===== config.mk =====
export PLATFORM = sky130hd
export DESIGN_NAME = duty_btn_ctrl_flat
export DESIGN_NICKNAME = d
export VERILOG_FILES = /design/src/rtl/duty_btn_ctrl_if.sv /design/src/rtl/duty_btn_ctrl.sv /design/src/flat_wrapper.sv
export SDC_FILE = /design/constraint.sdc
export NUM_CORES = 1
export LEC_CHECK = 0
export CORE_ASPECT_RATIO = 2
export CORE_MARGIN = 2
export CORE_UTILIZATION = 30
export CTS_CLUSTER_DIAMETER = 150
export DETAILED_ROUTE_END_ITERATION = 6
export PLACE_DENSITY_LB_ADDON = 0.05
export SLEW_MARGIN = 10
export SYNTH_ARGS = -nofsm -noshare
export SYNTH_HDL_FRONTEND = slang
export SYNTH_SLANG_ARGS = --single-unit

===== constraint.sdc =====
create_clock -name clkin -period 2.6 [get_ports clkin]
set_input_delay 0.52 -clock clkin [delete_from_list [all_inputs] [get_ports clkin]]
set_output_delay 0.52 -clock clkin [all_outputs]
set_load 0.02 [all_outputs]

===== src/rtl/duty_btn_ctrl_if.sv =====
// Button/strobe bundle between the raw push-buttons and the clkduty strobe consumer.
// The master drives the raw buttons; the slave (duty_btn_ctrl) drives strobes and status.
interface duty_btn_ctrl_if;
    logic btn_inc_n;
    logic btn_dec_n;
    logic inc_o;
    logic dec_o;
    logic inc_db_n;
    logic dec_db_n;
    logic lock;

    modport master (
        output btn_inc_n, btn_dec_n,
        input  inc_o, dec_o, inc_db_n, dec_db_n, lock
    );

    modport slave (
        input  btn_inc_n, btn_dec_n,
        output inc_o, dec_o, inc_db_n, dec_db_n, lock
    );
endinterface


===== src/rtl/duty_btn_ctrl.sv =====
// Button conditioning for clkduty: synchronise, debounce, single-step and auto-repeat
// inc/dec strobes (active-low, one cycle), with lockout while both buttons are held.
module duty_btn_deb #(
    parameter int SYNC_STAGES     = 2,
    parameter int DEBOUNCE_CYCLES = 16
) (
    input  logic clkin,
    input  logic reset,
    input  logic raw_n,
    output logic stable_n
);
    localparam int CW = $clog2(DEBOUNCE_CYCLES + 1);

    logic [SYNC_STAGES-1:0] sync;
    logic [CW-1:0]          cnt;
    logic                   synced;

    assign synced = sync[SYNC_STAGES-1];

    // The flip happens on the sample after the counter saturates, so a disagreement
    // must persist DEBOUNCE_CYCLES full cycles beyond the first differing sample.
    always_ff @(posedge clkin) begin
        if (reset) begin
            sync     <= '1;
            cnt      <= '0;
            stable_n <= 1'b1;
        end else begin
            sync <= {sync[SYNC_STAGES-2:0], raw_n};
            if (synced == stable_n) begin
                cnt <= '0;
            end else if (cnt == CW'(DEBOUNCE_CYCLES)) begin
                stable_n <= synced;
                cnt      <= '0;
            end else begin
                cnt <= cnt + 1'b1;
            end
        end
    end
endmodule

module duty_btn_ctrl #(
    parameter int SYNC_STAGES     = 2,
    parameter int DEBOUNCE_CYCLES = 16,
    parameter int REPEAT_DELAY    = 64,
    parameter int REPEAT_RATE     = 16
) (
    input  logic            clkin,
    input  logic            reset,
    duty_btn_ctrl_if.slave  bus
);
    localparam int TMAX = (REPEAT_DELAY > REPEAT_RATE) ? REPEAT_DELAY : REPEAT_RATE;
    localparam int TW   = $clog2(TMAX + 1);

    typedef enum logic [1:0] {
        IDLE   = 2'd0,
        DELAY  = 2'd1,
        REPEAT = 2'd2,
        LOCK   = 2'd3
    } state_t;

    logic [1:0] raw_n;
    logic [1:0] stable_n;

    assign raw_n = {bus.btn_dec_n, bus.btn_inc_n};

    for (genvar g = 0; g < 2; g++) begin : g_btn
        duty_btn_deb #(
            .SYNC_STAGES     (SYNC_STAGES),
            .DEBOUNCE_CYCLES (DEBOUNCE_CYCLES)
        ) u_deb (
            .clkin    (clkin),
            .reset    (reset),
            .raw_n    (raw_n[g]),
            .stable_n (stable_n[g])
        );
    end

    state_t         state, state_nxt;
    logic [TW-1:0]  tmr, tmr_nxt;
    logic           dir, dir_nxt;       // 0 = inc latched, 1 = dec latched
    logic           inc_q, dec_q;
    logic           inc_nxt, dec_nxt;
    logic           fire;

    logic press_i, press_d, held, other;

    assign press_i = ~stable_n[0];
    assign press_d = ~stable_n[1];
    assign held    = dir ? press_d : press_i;
    assign other   = dir ? press_i : press_d;

    always_ff @(posedge clkin) begin
        if (reset) begin
            state <= IDLE;
            tmr   <= '0;
            dir   <= 1'b0;
            inc_q <= 1'b1;
            dec_q <= 1'b1;
        end else begin
            state <= state_nxt;
            tmr   <= tmr_nxt;
            dir   <= dir_nxt;
            inc_q <= inc_nxt;
            dec_q <= dec_nxt;
        end
    end

    // Release beats lockout, and both beat a coinciding timer expiry.
    always_comb begin
        state_nxt = state;
        case (state)
            IDLE: begin
                if (press_i && press_d)      state_nxt = LOCK;
                else if (press_i || press_d) state_nxt = DELAY;
            end
            DELAY: begin
                if (!held)                                  state_nxt = IDLE;
                else if (other)                             state_nxt = LOCK;
                else if (tmr == TW'(REPEAT_DELAY - 1))      state_nxt = REPEAT;
            end
            REPEAT: begin
                if (!held)       state_nxt = IDLE;
                else if (other)  state_nxt = LOCK;
            end
            LOCK: begin
                if (!press_i && !press_d) state_nxt = IDLE;
            end
            default: state_nxt = IDLE;
        endcase
    end

    always_comb begin
        fire    = 1'b0;
        tmr_nxt = tmr;
        dir_nxt = dir;
        case (state)
            IDLE: begin
                if (press_i ^ press_d) begin
                    fire    = 1'b1;
                    tmr_nxt = '0;
                    dir_nxt = press_d;
                end
            end
            DELAY: begin
                if (held && !other) begin
                    if (tmr == TW'(REPEAT_DELAY - 1)) begin
                        fire    = 1'b1;
                        tmr_nxt = '0;
                    end else begin
                        tmr_nxt = tmr + 1'b1;
                    end
                end
            end
            REPEAT: begin
                if (held && !other) begin
                    if (tmr == TW'(REPEAT_RATE - 1)) begin
                        fire    = 1'b1;
                        tmr_nxt = '0;
                    end else begin
                        tmr_nxt = tmr + 1'b1;
                    end
                end
            end
            default: tmr_nxt = '0;
        endcase
        inc_nxt = ~(fire & ~dir_nxt);
        dec_nxt = ~(fire & dir_nxt);
    end

    assign bus.inc_o    = inc_q;
    assign bus.dec_o    = dec_q;
    assign bus.inc_db_n = stable_n[0];
    assign bus.dec_db_n = stable_n[1];
    assign bus.lock     = (state == LOCK);

    strobe_exclusive: assert property (@(posedge clkin) disable iff (reset) (inc_q | dec_q));
endmodule

===== src/flat_wrapper.sv =====
// flat-port wrapper written by rule: the top's interface ports become plain ports
module duty_btn_ctrl_flat 
#(
    parameter int SYNC_STAGES     = 2,
    parameter int DEBOUNCE_CYCLES = 16,
    parameter int REPEAT_DELAY    = 64,
    parameter int REPEAT_RATE     = 16
)
  (clkin, reset, bus_btn_inc_n, bus_btn_dec_n, bus_inc_o, bus_dec_o, bus_inc_db_n, bus_dec_db_n, bus_lock);
  duty_btn_ctrl_if bus_i ();
  input  logic clkin;
  input  logic reset;
  input wire logic [$bits(bus_i.btn_inc_n)-1:0] bus_btn_inc_n;
  input wire logic [$bits(bus_i.btn_dec_n)-1:0] bus_btn_dec_n;
  output wire logic [$bits(bus_i.inc_o)-1:0] bus_inc_o;
  output wire logic [$bits(bus_i.dec_o)-1:0] bus_dec_o;
  output wire logic [$bits(bus_i.inc_db_n)-1:0] bus_inc_db_n;
  output wire logic [$bits(bus_i.dec_db_n)-1:0] bus_dec_db_n;
  output wire logic [$bits(bus_i.lock)-1:0] bus_lock;
  assign bus_i.btn_inc_n = bus_btn_inc_n;
  assign bus_i.btn_dec_n = bus_btn_dec_n;
  assign bus_inc_o = bus_i.inc_o;
  assign bus_dec_o = bus_i.dec_o;
  assign bus_inc_db_n = bus_i.inc_db_n;
  assign bus_dec_db_n = bus_i.dec_db_n;
  assign bus_lock = bus_i.lock;
  duty_btn_ctrl #(.SYNC_STAGES(SYNC_STAGES), .DEBOUNCE_CYCLES(DEBOUNCE_CYCLES), .REPEAT_DELAY(REPEAT_DELAY), .REPEAT_RATE(REPEAT_RATE)) u_core (.clkin(clkin), .reset(reset), .bus(bus_i));
endmodule

==> metrics.txt, run 1 <==
synth top area cells dfxtp_1, ha_1, nor2_1; core box area 4865 um2; Worst Path Class, Setup reg -> out; largest net degree at the start of global routing 16; Cells after DPL roughly 230; outcome completed; Post-synth top flop dfxtp_1; clock buffer depth 2; # Post-CTS Setup Buffers 0; First DRT Iteration DRCs 22; synthesized flop and latch total 28; Max Fclk approximately 470 MHz; area leader, netlist dfxtp_1; Cell Area, Synth around 1500 um2; # hold bufs at CTS 0; maximum fanout along the worst path 4; Async S/R FF share, synth 0%; Avg Inst Size Synth roughly 9.4 um2; Final Core Density approximately a third; Synth-to-Final Area Change 12.71%; fin crit period around 2.1 ns; hpwl dp between 2 and 3 mm; Min Hold Slack about 0.42 ns; Max-Cap Viols 0; Total Wirelength ~3.5 mm; row cnt 36; CTS buffer count 3; Peak VDD IR approximately 0.34 mV; post-route insts no fill 229; Synth top cells by count dfxtp_1, nor2_1, ha_1, inv_1, nand2_1; final hold viol count 0; Vias/cell approximately 5.1; Post-route DRC 0; CTS root buf clkbuf_8; Final period util 82.62%; Post-synth EDFFs 0; cts repair resizes 0; Sink Count 28; clk_lat worst skew between 0.2 and 0.3 ns; most frequent cell after synthesis dfxtp_1; final net count between 150 and 200; skew final around 0.0043 ns; die area ~5700 um2; I/O pin count 9; Final GP Congestion about 0.73; Routed WL per cell approximately 15 um; measured slew at the worst slew-check pin approximately 0.53 ns; drt pass-1 iters 4; # port buffers 8; Setup Total Neg Slack 0 ns; crit path DAT 1.63 ns; vias in the first global route 1171; die width roughly 54 um; Synth top area share about 37%; total power around 750 uW; CP Launch Type register; CTS H-tree lvls 1; Detail Route Antenna Nets 0; RSZ-0062 raised after global routing no; Post-Syn Instances 162; slew margin rel. between 60 and 70%; CP endpoint kind output port; final slew viol count 0; register area share after synthesis around 37%; total grt overflow 0; share of layout cells above drive strength 1 12.79%; antenna violations before repair 0; Vias between 1000 and 1500; Starting Density approximately 31%; Cell Pwr Density 437.5 nW/um2; LEAKAGE about 0.65 nW; Req. time, crit path 2.08 ns; Die Y approximately 100 um; syn nets 180; antenna cells 0; YS warnings 0; Final setup viols 0; CTS tree done; type of the tightest min-delay check reg -> reg; clk slew on worst S/H paths about 0.1 ns; first-pass GRT wire length ~5.7 mm; unique cell type count in the Yosys netlist 44; Tot GR Track Use between 10% and 20%
cell families after synthesis:
group,Yosys count,share of synthesized area (%)
adder cells (fa/ha/maj),14,11.55
AND/OR/NAND/NOR,60,21.78
XOR/XNOR,8,4.620
multiplexers,4,2.723
AO/OA/AOI/OAI,31,18.15
buffers and inverters,17,4.208
flip-flops,28,36.96
per-layer routing:
metal  up-vias  track usage, %  part of all wire [%]
met5         -               0                     0
met2        11           24.96                    57
met1       569           15.23                    41
met4         0           4.286                  0.83
li1        583               -                     -
met3         2           1.429                   1.7
state kept, by name, indices dropped and copies added, names as in the netlist:
name,flops
u_core.g_btn.u_deb.cnt,10
u_core.tmr,7
u_core.g_btn.u_deb.sync,4
u_core.g_btn.u_deb.stable_n,2
u_core.state,2
u_core.bus.dec_o,1
u_core.bus.inc_o,1
u_core.dir,1
worst max-delay path, cell delays in order, from the launching register on:
cell	delay, ns
dfxtp_1	0.42
ha_1	0.30
clkdlybuf4s50_1	0.64
cell usage in the layout (no fill, tap or decap), drive strengths merged, types with 5 or more instances in the layout:
cell / netlist / layout
dfxtp: 28 / 28
nor2: 16 / 16
inv: 14 / 14
ha: 14 / 14
nand2: 13 / 13
o211ai: 9 / 9
clkdlybuf4s50: 0 / 8
nand3: 8 / 8
o21ai: 6 / 6
or2: 5 / 5
layout make-up:
type,count,area (um2)
multi-input combinational,117,892.1
timing repair buffer,9,87.58
inverter,15,56.30
tap,57,71.32
clock buffer,3,41.29
fill,523,3156
sequential,28,560.5
through the flow:
step / setup slack, ns / cell area (um2)
4_1_cts: 0.4453 / 1709
2_1_floorplan: 0.8652 / 1516
3_5_place_dp: 0.7176 / 1668
3_3_place_gp: 0.7470 / 1668
5_1_grt: 0.4047 / 1709
6_report: 0.4519 / 1709
path summary, 6_finish.rpt:
path                                                      from                            end  slack (ns)  depth (start not counted)
worst max-delay path                           u_core.state[1]                       bus_lock        0.45                          2
worst min-delay path             u_core.g_btn[0].u_deb.sync[0]  u_core.g_btn[0].u_deb.sync[1]        0.42                          1
worst max register to register  u_core.g_btn[0].u_deb.stable_n               u_core.bus.inc_o        0.76                          5
worst min register to register   u_core.g_btn[0].u_deb.sync[0]  u_core.g_btn[0].u_deb.sync[1]        0.42                          1
where the power goes:
part           switching, mW  total [mW]  internal, mW
clock                  0.135       0.239         0.104
combinational         0.0433      0.0702        0.0269
sequential           0.00422       0.439         0.434
No activity file was read; power rests on OpenSTA's default activity.
==> inputs of run 2 (changes only) <==
==> constraint.sdc (replaced) <==
create_clock -name clkin -period 1.75 [get_ports clkin]
set_input_delay 0.35 -clock clkin [delete_from_list [all_inputs] [get_ports clkin]]
set_output_delay 0.35 -clock clkin [all_outputs]
set_load 0.02 [all_outputs]
==> run 2 against run 1 <==
  * Clock power up 120%
  * Routed wire length down 3.1%
  * Clock skew about the same
  * Hold slack better by 0.0073 ns
  * Setup slack worse by 0.35 ns
  * Non-clock buffer count up 9
  * Sequential share of layout area down 1.8 points
  * Via count up 1.9%
  * Sequential power up 49%
  * First-iteration DRC count down 32%
  * Combinational power up 64%
  * Critical endpoint is now u_core.tmr[0]
==> metrics.txt, run 2 (synthesized netlist as in run 1, its figures left out) <==
outcome completed; most common cell after layout, fill and taps aside dfxtp_1; Tot GR Track Use 13.49% (-0.12 points); min-delay src u_core.g_btn[1].u_deb.sync[0]; worst path cell trace ha_1 -> and3_1 -> a211oi_4 -> o21ai_2 -> o31ai_2; Final period util about 94%; Peak VDD IR 0.4931 mV (+45%); Final GP Congestion 0.7967 (+9.8%); cells on worst reg2reg path 5 (unchanged); die area 5674 um2 (unchanged); LEAKAGE 0.7142 nW (+9.1%); fin crit period approximately 1.7 ns; # hold bufs at CTS 0 (unchanged); Max Fclk 606.0 MHz; skew final 0.004658 ns (+0.0003357 ns); Critical Path Max Stage Delay 0.39 ns (-0.25 ns); Die Y 104.5 um (unchanged); Min Hold Slack 0.4247 ns (+0.007343 ns); Starting Density 31.17% (unchanged); clk slew on worst S/H paths 0.10 ns (about the same); Vias 1187 (+1.9%); # Post-CTS Setup Buffers 0 (unchanged); core box area 4865 um2 (unchanged); clock buffer depth 2 (unchanged); clk_lat worst skew 0.28 ns (about the same); hpwl dp 2.776 mm (+2.7%); Detail Route Antenna Nets 0 (unchanged); type of the tightest min-delay check reg -> reg; maximum fanout along the worst path 6 (+2); CTS H-tree lvls 1 (unchanged); worst path bufs/invs 0 (-1); max reg flops 10 (unchanged); Levels on crit path 5 (+3); cell area after layout 1809 um2 (+5.9%); Setup Total Neg Slack 0 ns (unchanged); CTS buffer count 3 (unchanged); First DRT Iteration DRCs 15 (-32%); total power 1.282 mW (+71%); commonest cells after routing, fill and taps aside dfxtp_1, nor2_1, inv_1, ha_1, nand2_1; Post-route DRC 0 (unchanged); final net count 201 (+4.7%); # port buffers 8 (unchanged); final hold viol count 0 (unchanged); antenna violations before repair 0 (unchanged); crit path DAT 1.85 ns (+0.22 ns); Worst Path Class, Setup reg -> reg; Total Wirelength 3.390 mm (-3.1%); slowest cell on the critical path a211oi_4; slew margin rel. 69.38% (+5.1 points); Synth-to-Final Area Change 19.31%; CTS tree done; largest net degree at the start of global routing 17 (+1); flop-to-flop setup slack 0.1 ns (-0.66 ns); Crit path max-delay family compound AO/OA/AOI/OAI gates; Top Registers u_core.g_btn.u_deb.cnt (10), u_core.tmr (7), u_core.g_btn.u_deb.sync (4); hold path depth 1 (unchanged); Critical R2R Launch u_core.tmr[0]; Hold EP u_core.g_btn[1].u_deb.sync[1]; measured slew at the worst slew-check pin 0.4531 ns (-0.07578 ns); Placed Area 1735 um2 (+4.1%); final slew viol count 0 (unchanged); Vias/cell 4.967 (-2.4%); Routed WL per cell 14.18 um (-7.2%); CP Launch Type register; CP endpoint kind register; first-pass GRT wire length 5.651 mm (-0.96%); die width 54.28 um (unchanged); I/O pin count 9 (unchanged); RR Endpoint u_core.tmr[0]; Reg with most FFs u_core.g_btn.u_deb.cnt; pre-CTS WS 0.04428 ns (-0.6733 ns); share of layout cells above drive strength 1 18.13% (+5.3 points); Cell Pwr Density 708.5 nW/um2 (+62%); CTS root buf clkbuf_8; row cnt 36 (unchanged); total grt overflow 0 (unchanged); Req. time, crit path 1.95 ns (-0.13 ns); crit path from u_core.tmr[0]; Final Worst Setup Slack 0.09987 ns (-0.3521 ns); drt pass-1 iters 4 (unchanged); vias in the first global route 1237 (+5.6%); RSZ-0062 raised after global routing yes; antenna cells 0 (unchanged); Final setup viols 0 (unchanged); Sink Count 28 (unchanged); Max-Cap Viols 0 (unchanged)
[run 2: changes by cell type in the layout (fill, tap and decap cells not counted), sizes merged]
| cell | change |
|---|---|
| dlygate4sd2 | +2 |
| dlymetal6s2s | +1 |
| buf | +9 |
| bufinv | +1 |
| clkdlybuf4s50 | -3 |
[run 2: worst register-to-register path: stages (launching register included)]
cell and delay [ns]:
dfxtp_1 0.36, ha_1 0.26, and3_1 0.24, a211oi_4 0.39, o21ai_2 0.15, o31ai_2 0.17
[run 2: how the worst max path moves through the flow]
| stage | to | slack, ns |
|---|---|---|
| finish | u_core.tmr[0] | 0.1 |
| global route | u_core.state[0] | -0.006 |
| floorplan | u_core.bus.inc_o | 0.02 |
| detailed placement | u_core.tmr[6] | 0.04 |
| global placement | u_core.tmr[3] | 0.08 |
| CTS | u_core.tmr[6] | 0.008 |
[run 2: report_power, final]
group          switching [mW]  internal [mW]
Clock                   0.208          0.306
Sequential            0.00665          0.646
Combinational          0.0644         0.0505
Total                   0.279           1.00
[run 2: final cells by class]
cell class / instances / area (um2)
clock buffer: 3 / 41.29
fill: 516 / 3055
clock inverter: 1 / 30.03
tap: 57 / 71.32
inverter: 15 / 56.30
sequential: 28 / 560.5
timing repair buffer: 18 / 155.1
multi-input combinational: 117 / 894.6
[run 2: layer usage]
metal | wire, um | vias up | GRT usage (%)
li1 | - | 608 | -
met1 | 1270 | 566 | 13.49
met2 | 2020 | 9 | 25.82
met3 | 41 | 4 | 1.286
met4 | 58 | 0 | 5.357
met5 | 0 | - | 0
[run 2: stage by stage]
stage | instances | utilization [%]
2_1_floorplan | 162 | -
3_3_place_gp | 235 | 35.67
3_5_place_dp | 235 | 35.67
4_1_cts | 239 | 37.09
5_1_grt | 239 | 37.19
6_report | 239 | 37.19
[run 2: what timing repair did]
action / in CTS / in global routing
gates resized for setup: 2 / 3
hold endpoints to repair: 0 / 0
setup endpoints to repair: 2 / 10
pin swaps: 0 / 2
==> inputs of run 3 (changes only) <==
--- a/config.mk
+++ b/config.mk
@@ -7,10 +7,12 @@
 export LEC_CHECK = 0
 export CORE_ASPECT_RATIO = 2
 export CORE_MARGIN = 2
-export CORE_UTILIZATION = 30
+export CORE_UTILIZATION = 52
 export CTS_CLUSTER_DIAMETER = 150
+export CTS_CLUSTER_SIZE = 24
 export DETAILED_ROUTE_END_ITERATION = 6
 export PLACE_DENSITY_LB_ADDON = 0.05
+export REMOVE_ABC_BUFFERS = 1
 export SLEW_MARGIN = 10
 export SYNTH_ARGS = -nofsm -noshare
 export SYNTH_HDL_FRONTEND = slang
==> run 3 against run 2 <==
  * Die area shrank 40%
  * Core utilization rose by 27 points
  * Total power shrank 8.3%
  * Final area decreased by 2.4%
  * Global-route usage grew 9.1 points
  * Maximum frequency increased by 1.0%
  * Clock power fell by 21%
  * Final cell count shrank 12%
  * Critical path type is now reg -> out
  * Largest power group unchanged
==> metrics.txt, run 3 (synthesized netlist as in run 1, its figures left out) <==
Die Y 80.37 um (-23%); clk slew on worst S/H paths 0.09 ns (about the same); maximum fanout along the worst path 3 (-3); slew margin rel. 51.75% (-18 points); total power 1.175 mW (-8.3%); CTS buffer count 3 (unchanged); Final GP Congestion 0.9235 (+16%); Post-route DRC 0 (unchanged); largest net degree at the start of global routing 16 (-1); Worst Path Class, Setup reg -> out; fill count 258 (-50%); CTS root buf clkbuf_8; first-pass GRT wire length 5.727 mm (+1.3%); Final setup viols 0 (unchanged); Reg with most FFs u_core.g_btn.u_deb.cnt; Cell Pwr Density 665.0 nW/um2 (-6.1%); # hold bufs at CTS 0 (unchanged); Max Fclk 612.3 MHz (+1.0%); Placed Area 1700 um2 (-2.0%); drt pass-1 iters 4 (unchanged); row cnt 27 (-25%); First DRT Iteration DRCs 22 (+7); type of the tightest min-delay check reg -> reg; Routed WL per cell 15.73 um (+11%); cell area after layout 1767 um2 (-2.4%); Peak VDD IR 0.4184 mV (-15%); final net count 201 (unchanged); CTS H-tree lvls 1 (unchanged); Req. time, crit path 1.40 ns (-0.55 ns); CP Launch Type register; fin crit period 1.633 ns (-0.01699 ns); Detail Route Antenna Nets 0 (unchanged); Vias 1223 (+3.0%); outcome completed; final slew viol count 0 (unchanged); LEAKAGE 0.7090 nW (-0.73%); RSZ-0062 raised after global routing no; total grt overflow 0 (unchanged); Starting Density 54.74% (+24 points); most common cell after layout, fill and taps aside dfxtp_1; max reg flops 10 (unchanged); antenna cells 0 (unchanged); I/O pin count 9 (unchanged); commonest cells after routing, fill and taps aside dfxtp_1, nor2_1, inv_1, ha_1, nand2_1; # Post-CTS Setup Buffers 0 (unchanged); sequential cell area 563.0 um2 (+0.45%); # port buffers 8 (unchanged); CP endpoint kind output port; footprint of the multi-input gates 904.6 um2 (+1.1%); crit path DAT 1.28 ns (-0.57 ns); Vias/cell 5.796 (+17%); die width 42.19 um (-22%); clk_lat worst skew 0.28 ns (about the same); share of layout cells above drive strength 1 19.78% (+1.6 points); die area 3390 um2 (-40%); Final period util 93.32% (-0.97 points); Sink Count 28 (unchanged); Tot GR Track Use 22.62% (+9.1 points); Total Wirelength 3.319 mm (-2.1%); Synth-to-Final Area Change 16.50%; antenna violations before repair 0 (unchanged); CTS tree done; hpwl dp 2.679 mm (-3.5%); final hold viol count 0 (unchanged); clock buffer depth 2 (unchanged); core box area 2770 um2 (-43%); measured slew at the worst slew-check pin 0.7140 ns (+0.2609 ns); Max-Cap Viols 0 (unchanged); Top Registers u_core.g_btn.u_deb.cnt (10), u_core.tmr (7), u_core.g_btn.u_deb.sync (4); vias in the first global route 1257 (+1.6%); skew final 0.005343 ns (+0.0006851 ns)
## run 3: cell count changes in the layout (fill, tap and decap cells not counted), sizes merged
cell          previous run  this run
dlymetal6s2s             1         0
clkbuf                   3         4
dlygate4sd2              2         3
bufinv                   1         0
## run 3: layer usage
layer | GRT usage [%] | routed length (um)
met5 | 0 | 0
met4 | 14.69 | 187
met3 | 2.921 | 77
met2 | 42.77 | 1841
met1 | 21.85 | 1213
## run 3: repair_timing
| item | in CTS | in global routing |
|---|---|---|
| endpoints found under the setup margin | 3 | 7 |
| cloned | 0 | 0 |
| gates resized for setup | 3 | 5 |
| pin swaps | 0 | 1 |
## run 3: final cells by class
| type | count | share of cell area, % |
|---|---|---|
| inverters | 15 | 3.187 |
| multi-input cells | 117 | 51.20 |
| well taps | 29 | 2.054 |
| flip-flops and latches | 28 | 31.87 |
| repair buffers | 18 | 8.569 |
| clock buffers | 4 | 3.116 |
## run 3: critical path, stage by stage (launching register included)
cell	delay, ns
dfxtp_1	0.32
buf_4	0.14
ha_1	0.22
dlygate4sd2_1	0.33
## run 3: stage by stage
step / utilization [%] / setup slack [ns] / TNS (ns) / std cells / hold WS, ns
finish: 63.78 / 0.1169 / 0 / 211 / 0.4159
global route: 63.78 / 0.01289 / 0 / 211 / 0.4514
CTS: 63.23 / 0.01139 / 0 / 211 / 0.4183
detailed placement: 61.38 / -0.01391 / -0.01391 / 207 / 0.3954
global placement: 61.38 / 0.09341 / 0 / 207 / 0.3934
floorplan: - / 0.01519 / 0 / 160 / 0.3895
## run 3: path summary, 6_finish.rpt
| path | startpoint | endpoint | slack (ns) | cells past startpoint |
|---|---|---|---|---|
| setup / recovery | u_core.state[0] | bus_lock | 0.12 | 3 |
| hold / removal | u_core.g_btn[1].u_deb.sync[0] | u_core.g_btn[1].u_deb.sync[1] | 0.42 | 1 |
| hold reg to reg | u_core.g_btn[1].u_deb.sync[0] | u_core.g_btn[1].u_deb.sync[1] | 0.42 | 1 |
| setup reg to reg | u_core.tmr[0] | u_core.tmr[0] | 0.13 | 5 |
## run 3: where the power goes
part	leakage [nW]	switching, mW	internal (mW)	total, mW
sequential	0.228	0.00443	0.645	0.650
clock	0.0288	0.203	0.202	0.405
combinational	0.452	0.0683	0.0517	0.120
